[config.mk]
export PLATFORM = sky130hd
export DESIGN_NAME = console_writer
export DESIGN_NICKNAME = d
export VERILOG_FILES = /design/src/rtl/console_writer.sv
export SDC_FILE = /design/constraint.sdc
export NUM_CORES = 1
export LEC_CHECK = 0
export ABC_AREA = 1
export ABC_CLOCK_PERIOD_IN_PS = 3400
export BUFFER_PORTS_ARGS = -buffer_cell sky130_fd_sc_hd__buf_4
export CORE_MARGIN = 5
export CORE_UTILIZATION = 30
export DETAILED_ROUTE_END_ITERATION = 12
export GPL_TIMING_DRIVEN = 0
export HOLD_SLACK_MARGIN = 0.03
export PLACE_DENSITY_LB_ADDON = 0.15
export REMOVE_ABC_BUFFERS = 1
export SKIP_LAST_GASP = 1
export SLEW_MARGIN = 40
export SYNTH_ARGS = -nofsm -noshare
export SYNTH_HDL_FRONTEND = slang
export SYNTH_SLANG_ARGS = --single-unit
[constraint.sdc]
create_clock -name CLK_PIXEL -period 3.4 [get_ports CLK_PIXEL]
set_clock_uncertainty 0.15 [all_clocks]
set_input_delay 0.34 -clock CLK_PIXEL [delete_from_list [all_inputs] [get_ports CLK_PIXEL]]
set_output_delay 0.34 -clock CLK_PIXEL [all_outputs]
set_load 0.01 [all_outputs]
[src/rtl/console_writer.sv]
// Text console writer; CONSOLE_WRITER_CLEAR_ON_RESET_EN makes a full-screen clear run after reset.
// Latency: a cell write is issued one cycle after its byte is accepted; fills write one cell per cycle.
// Backpressure: in_ready is low for the whole of a row or screen fill; in_valid is ignored meanwhile.
module console_writer #(
    parameter int COLUMNS = 80,
    parameter int ROWS    = 30
) (
    input  logic        CLK_PIXEL,
    input  logic        RESET_N,
    input  logic [7:0]  in_data,
    input  logic        in_valid,
    output logic        in_ready,
    input  logic [7:0]  attribute,
    output logic        wr_en,
    output logic [11:0] wr_addr,
    output logic [7:0]  wr_character,
    output logic [7:0]  wr_attribute,
    output logic [4:0]  top_row,
    output logic [6:0]  cursor_x,
    output logic [4:0]  cursor_y
);

    typedef enum logic [1:0] {IDLE, CLEAR_ROW, CLEAR_ALL} state_t;

`ifdef CONSOLE_WRITER_CLEAR_ON_RESET_EN
    localparam state_t     RESET_STATE = CLEAR_ALL;
    localparam logic [7:0] RESET_ATTR  = 8'h07;
`else
    localparam state_t     RESET_STATE = IDLE;
    localparam logic [7:0] RESET_ATTR  = 8'h00;
`endif

    state_t      state;
    logic [11:0] fill_cnt;
    logic [11:0] fill_base;
    logic [7:0]  fill_attr;

    logic [5:0]  row_sum;
    logic [4:0]  phys_row;
    logic [11:0] cell_addr;
    logic [11:0] fill_last;
    logic [4:0]  top_next;
    logic        accept;
    logic        is_print;
    logic        at_last_col;
    logic        at_bottom;
    logic        do_lf;

    // Both operands are below ROWS, so one conditional subtract is enough for the modulo.
    assign row_sum     = {1'b0, top_row} + {1'b0, cursor_y};
    assign phys_row    = (row_sum >= 6'(ROWS)) ? 5'(row_sum - 6'(ROWS)) : row_sum[4:0];
    assign cell_addr   = 12'(phys_row) * 12'(COLUMNS) + 12'(cursor_x);
    assign fill_last   = (state == CLEAR_ALL) ? 12'(ROWS * COLUMNS - 1) : 12'(COLUMNS - 1);
    assign top_next    = (top_row == 5'(ROWS - 1)) ? 5'd0 : top_row + 5'd1;

    assign in_ready    = (state == IDLE);
    assign accept      = in_ready && in_valid;
    assign is_print    = (in_data >= 8'h20) && (in_data <= 8'h7E);
    assign at_last_col = (cursor_x == 7'(COLUMNS - 1));
    assign at_bottom   = (cursor_y == 5'(ROWS - 1));
    assign do_lf       = (in_data == 8'h0A) || (is_print && at_last_col);

    always_ff @(posedge CLK_PIXEL or negedge RESET_N) begin
        if (!RESET_N) begin
            state        <= RESET_STATE;
            wr_en        <= 1'b0;
            wr_addr      <= '0;
            wr_character <= '0;
            wr_attribute <= '0;
            top_row      <= '0;
            cursor_x     <= '0;
            cursor_y     <= '0;
            fill_cnt     <= '0;
            fill_base    <= '0;
            fill_attr    <= RESET_ATTR;
        end else begin
            wr_en <= 1'b0;
            case (state)
                IDLE: begin
                    if (accept) begin
                        if (is_print) begin
                            wr_en        <= 1'b1;
                            wr_addr      <= cell_addr;
                            wr_character <= in_data;
                            wr_attribute <= attribute;
                            cursor_x     <= at_last_col ? 7'd0 : cursor_x + 7'd1;
                        end else if (in_data == 8'h0D) begin
                            cursor_x <= '0;
                        end else if (in_data == 8'h08) begin
                            if (cursor_x != 7'd0)
                                cursor_x <= cursor_x - 7'd1;
                        end else if (in_data == 8'h0C) begin
                            state     <= CLEAR_ALL;
                            fill_cnt  <= '0;
                            fill_base <= '0;
                            fill_attr <= attribute;
                        end
                        // After scrolling, the new bottom row is the physical row that used to be on top.
                        if (do_lf) begin
                            if (!at_bottom) begin
                                cursor_y <= cursor_y + 5'd1;
                            end else begin
                                top_row   <= top_next;
                                state     <= CLEAR_ROW;
                                fill_cnt  <= '0;
                                fill_base <= 12'(top_row) * 12'(COLUMNS);
                                fill_attr <= attribute;
                            end
                        end
                    end
                end
                CLEAR_ROW, CLEAR_ALL: begin
                    wr_en        <= 1'b1;
                    wr_addr      <= fill_base + fill_cnt;
                    wr_character <= 8'h20;
                    wr_attribute <= fill_attr;
                    fill_cnt     <= fill_cnt + 12'd1;
                    if (fill_cnt == fill_last) begin
                        state <= IDLE;
                        if (state == CLEAR_ALL) begin
                            cursor_x <= '0;
                            cursor_y <= '0;
                            top_row  <= '0;
                        end
                    end
                end
                default: state <= IDLE;
            endcase
        end
    end

endmodule

======== Word-level counts from Yosys, hierarchy flattened ========
Index checks and enable logic that the tools add are counted.
storage, ports and cells
  bits in registers ....................... 80
  bits of input ports ..................... 19
  output and inout bits ................... 47
  logic and storage cells ................. 122
operators by class
  $add $sub $neg .......................... 9
  $mul .................................... 2
  magnitude comparators ................... 3
  eq/ne operators ......................... 19
  multiplexer cells ....................... 63
  reductions and logical operators ........ 15
operators by type and width
  cell                     number
  $mux W12                 16
  $mux W8                  10
  $mux W7                  8
  $mux W5                  10
  $pmux W12 S2             2
  $eq A8 B4 Y1 const B     4
  $pmux W8 S2              2
  $pmux W5 S2              2
  $reduce_and A6 Y1        3
  $mul A5 B3 Y8 const B    2
  $mux W2                  8
  $pmux W7 S2              1
  $add A12 B1 Y12 const B  1
  $add A12 B12 Y12         1
  $add A12 B7 Y12          1
  $eq A12 B12 Y1           1
  $add A5 B1 Y5 const B    2
  $eq A5 B5 Y1 const B     2
  $ge A8 B6 Y1 const B     1
  $le A8 B7 Y1 const B     1
  $ne A2 B1 Y1 const B     4
  $ne A4 B1 Y1 const B     2
  $add A7 B1 Y7 const B    1
  $eq A7 B7 Y1 const B     1
  18 further kinds         25

======== Depth between registers and ports, before layout ========
  word-level depth ........................ 9
  gate-level depth with buffers ........... 24
  depth with buffers taken out ............ 24

======== Least setup slack after synthesis ========
OpenSTA, ideal clock, no wires.
  path kind ............................... register to register
  start point ............................. register top_row[0]
  end point ............................... register wr_addr[10]
  arrival ................................. 3.474 ns
  data required time ...................... 3.133 ns
  slack ................................... -0.341 ns
  stages on the path, launching flop included .. 21
  path buffers ............................ 0
  period minus slack after synthesis ...... 3.741 ns
  cells stage by stage .................... dfrtp_1 -> ha_1 -> fa_1 -> inv_1 -> nor2_1 -> nand4_1 -> nand2_1 -> xor2_1 -> ha_1 -> ha_1 -> fa_1 -> nand2_1 -> inv_1 -> nor2_1 -> inv_1 -> nor2_1 -> nand3_1 -> nand3_1 -> nand2_1 -> nand2_1 -> nand2_1
on the way
  word-level cells in the longest chain between the ends .. 8
ends and longest elaborated chain
  item                                                  RTL line  RTL
  start, declared                                       18        output logic [4:0] top_row,
  start signal, assigned                                103       top_row <= top_next;
  $add A5 B5 Y6 *                                       50        assign row_sum = {1'b0, top_row} + {1'b0, cursor_y};
  $sub A5 B5 Y5 / $ge A6 B5 Y1 (equally long branches)  51        assign phys_row = (row_sum >= 6'(ROWS)) ? 5'(row_sum - 6'(ROWS)) : row_sum[4:0];
  $mux W5 *                                             51
  $mul A5 B3 Y8 *                                       52        assign cell_addr = 12'(phys_row) * 12'(COLUMNS) + 12'(cursor_x);
  $add A12 B7 Y12 *                                     52
  $mux W12 *                                            81        if (is_print) begin
  $mux W12 *                                            80        if (accept) begin
  $pmux W12 S2 *                                        78        case (state)
  end signal, assigned                                  83        wr_addr <= cell_addr;
  end signal, assigned                                  114       wr_addr <= fill_base + fill_cnt;
  end, declared                                         15        output logic [11:0] wr_addr,
Every way passes the cells marked *; elsewhere a longest branch is shown, timed or not. The select of a mux whose other input is x is not followed.
A chain may end at the register's enable or synchronous reset.

======== Worst setup path in the final report ========
  start point ............................. register cursor_y[0]
  end point ............................... register wr_addr[11]
on the way
  word-level cells in the longest chain between the ends .. 8
ends and longest elaborated chain
  item                                                  RTL line  RTL
  start, declared                                       20        output logic [4:0] cursor_y
  start signal, assigned                                101       cursor_y <= cursor_y + 5'd1;
  $add A5 B5 Y6 *                                       50
  $sub A5 B5 Y5 / $ge A6 B5 Y1 (equally long branches)  51
  $mux W5 *                                             51
  $mul A5 B3 Y8 *                                       52
  $add A12 B7 Y12 *                                     52
  $mux W12 *                                            81
  $mux W12 *                                            80
  $pmux W12 S2 *                                        78
Marked as above.

==> results.json <==
{
  "run_status": "finished, violations left",
  "violations": "setup timing",
  "r2r_start": "cursor_y[0]",
  "leakagePower_nw": 3.44,
  "ys_seq_area_share_pct": 36.2,
  "arrival_ns": 3.77,
  "cpMostUsedCell": "nand2_1",
  "synthCells": 733,
  "dr.pass1.iters": 4,
  "grt.overflow.total": 0,
  "hpwl_um": 10600,
  "rrSetupSlack_ns": -0.23,
  "cp.buffers_inverters": 1,
  "postSynthAreaPerCell_sq_um": 7.55,
  "synth-seq-cells": 80,
  "seq_power_share_pct": 28.0,
  "dp_slack_ns": -0.765,
  "maxSlewViolCount": 0,
  "powerDensity_nw_per_um2": 772,
  "netlist_area_sq_um": 5530,
  "crit_path_end": "wr_addr[11]",
  "grt_pass1_vias": 4740,
  "power.internal_mw": 3.07,
  "finalNetCount": 868,
  "critical_path.max_stage_delay_ns": 0.56,
  "crit_start": "cursor_y[0]",
  "cp.depth": 19,
  "die_w_um": 146,
  "htree_levels": 3,
  "path_cells": "ha_4, fa_2, inv_2, nor2_2, nand4_1, nand2_2, nand2_2, xor2_2, ha_1, ha_2, fa_2, nand2_2, nor2_2, nand3_1, nand2_1, nand2_1, nand2_1, nand2_1, nand2_1",
  "cts_sinks": 80,
  "slew_headroom_pct": 55.3,
  "hold_viol": 0,
  "grt_usage_pct": 14.4,
  "tightest_slew_ns": 0.671,
  "min_period_ns": 3.63,
  "yosysWarnings": 0,
  "die_area_sq_um": 21300,
  "gp_congestion": 0.833,
  "end_kind": "register",
  "layout-drive-gt1-share_pct": 18.8,
  "portBuffers": 65,
  "avgViaCountPerCell": 4.66,
  "combPwrFrac_pct": 50.2,
  "clkTransAtPathRegs_ns": 0.06,
  "finalSetupViolCount": 4,
  "r2r_cells": 19,
  "power_frac_clock_pct": 21.9,
  "fmax_mhz": 276,
  "crit_slowest_cell": "fa_2",
  "rows": 49,
  "worstSkewPairLatency_ns": 0.35,
  "setup_tns_ns": -0.832,
  "switching_share_pct": 40.9,
  "path_class": "reg -> reg",
  "cts_tree": "done",
  "ioPinCount": 66,
  "grt_pass1_wl_um": 24800,
  "rsz0062_at_grt": "true",
  "ctsLongestPathBuffers": 2,
  "grt_max_degree": 81,
  "wire_per_inst_um": 14.5,
  "clockRootBuffer": "clkbuf_16",
  "required_ns": 3.54,
  "coreArea_sq_um": 18100,
  "area_growth_pct": 21.5,
  "wl_um": 15000,
  "period_share_pct": 107,
  "hp-class": "in -> reg",
  "setup_ws_ns": -0.227,
  "maxCapViolCount": 0,
  "cp_max_fo": 4,
  "drt-initial-drc-count": 175,
  "diodes": 0,
  "synth_cell_type_count": 43,
  "drc": 0,
  "drtAntennaViolNets": 0,
  "cp_top_family": "adder cells",
  "final_util_pct": 37.2,
  "power.switching_mw": 2.12,
  "antenna_found_initial": 0,
  "die_h_um": 146,
  "rr_endpoint": "wr_addr[11]",
  "crit_path_start_kind": "register",
  "start_util_pct": 30.6,
  "numCtsBuffers": 9,
  "via_count": 4823,
  "ir_worst_vdd_uv": 305
}
Yosys cell counts (all sizes together):
cell type	number	share of area, %
o221ai	1	0.16
a21oi	37	3.6
dfrtp	80	36
ha	44	10
nor3b	2	0.48
nor3	8	0.81
inv	84	5.8
nor2	64	4.6
fa	5	1.8
o2111ai	1	0.16
buf	14	1.7
xor2	20	3.2
xnor2	3	0.48
nor4	1	0.11
and2	1	0.11
or2	9	1.0
o21a	1	0.14
a211oi	1	0.14
o21ai	53	4.8
nand3	49	4.6
nand2	205	14
o31ai	7	0.95
clkbuf	5	0.34
a31oi	15	1.7
nand2b	1	0.11
o21bai	3	0.47
nand3b	1	0.14
a21boi	3	0.41
nand4	15	1.7
logic make-up after synthesis:
group	after synthesis	synth area share, %
and+or+nand+nor	356	28.1
AOI/OAI and AO/OA	122	12.5
buffers and inverters	103	7.83
DFF	80	36.2
adders and majority gates	49	11.8
xor gates and xnor gates	23	3.64
state kept, by name, summed over array words and instances (netlist names):
signal	cells
state	2
wr_character	8
cursor_y	5
fill_attr	8
fill_base	12
fill_cnt	12
wr_en	1
wr_addr	12
cursor_x	7
wr_attribute	8
top_row	5
stage by stage:
stage / hold slack, ns / power, mW / std cells / area [sq um]
5_1_grt: 0.0493 / 5.73 / 1034 / 6720
3_3_place_gp: 0.313 / 3.80 / 1008 / 6190
3_5_place_dp: 0.305 / 3.81 / 1008 / 6210
4_1_cts: 0.0316 / 5.18 / 1033 / 6680
6_report: 0.0453 / 5.19 / 1034 / 6720
2_1_floorplan: -0.106 / 2.99 / 714 / 5420
power by group through the flow:
stage | combinational [mW] | clock (mW) | sequential, mW
global placement | 2.31 | 0 | 1.49
CTS | 2.55 | 1.17 | 1.46
detailed placement | 2.32 | 0 | 1.48
floorplan | 1.51 | 0 | 1.48
global route | 3.04 | 1.19 | 1.49
finish | 2.60 | 1.13 | 1.45
worst register-to-register path, delay by kind of cell (launching register included):
family,cells,cell delay (ns)
DFF,1,0.43
adders and majority gates,5,1.76
buffers and inverters,1,0.04
and+or+nand+nor,12,1.03
xor gates and xnor gates,1,0.15
how the worst min path moves through the flow:
stage | start | end | slack (ns) | depth (start not counted)
after floorplan | RESET_N | cursor_x[0] | -0.11 | 0
after global placement | fill_attr[0] | fill_attr[0] | 0.31 | 2
after detailed placement | RESET_N | wr_addr[0] | 0.31 | 1
after CTS | attribute[7] | fill_attr[7] | 0.03 | 3
after global routing | attribute[3] | fill_attr[3] | 0.05 | 3
final | attribute[5] | fill_attr[5] | 0.05 | 3
layer usage:
| metal | wire [um] | share of wire (%) | track usage [%] |
|---|---|---|---|
| met5 | 0 | 0 | 0 |
| met4 | 212 | 1.4 | 3.89 |
| met3 | 435 | 2.9 | 2.99 |
| met2 | 6850 | 46 | 23.6 |
| met1 | 7450 | 50 | 19.3 |
placed cells by master (no fill, tap or decap), types with 8 or more instances in the layout:
| master | instances |
|---|---|
| buf_4 | 73 |
| dfrtp_1 | 75 |
| nand3_1 | 46 |
| ha_1 | 39 |
| nor2_2 | 11 |
| or2_2 | 9 |
| inv_1 | 77 |
| o21ai_0 | 45 |
| nand2_2 | 11 |
| nand2_1 | 192 |
| clkbuf_16 | 9 |
| xor2_1 | 18 |
| a21oi_1 | 35 |
| nor2_1 | 53 |
| nand4_1 | 15 |
| a31oi_1 | 15 |
| o21ai_1 | 8 |
area by class of cell:
type	instances	area, sq um
fill	1913	11400
multi-input combinational	550	3200
sequential	80	2010
timing repair buffer	75	572
inverter	84	323
tap	229	287
clock buffer	10	229
clock inverter	6	108
repair_timing:
action / 4_1_cts / 5_1_grt
gates resized for setup: 20 / 12
pin swaps: 10 / 7
endpoints found under the setup margin: 7 / 5
endpoints found under the hold margin: 80 / 0
hold buffers: 1 / 0
setup buffers: 8 / 1
Note: power is estimated with default switching activity, not from simulation.
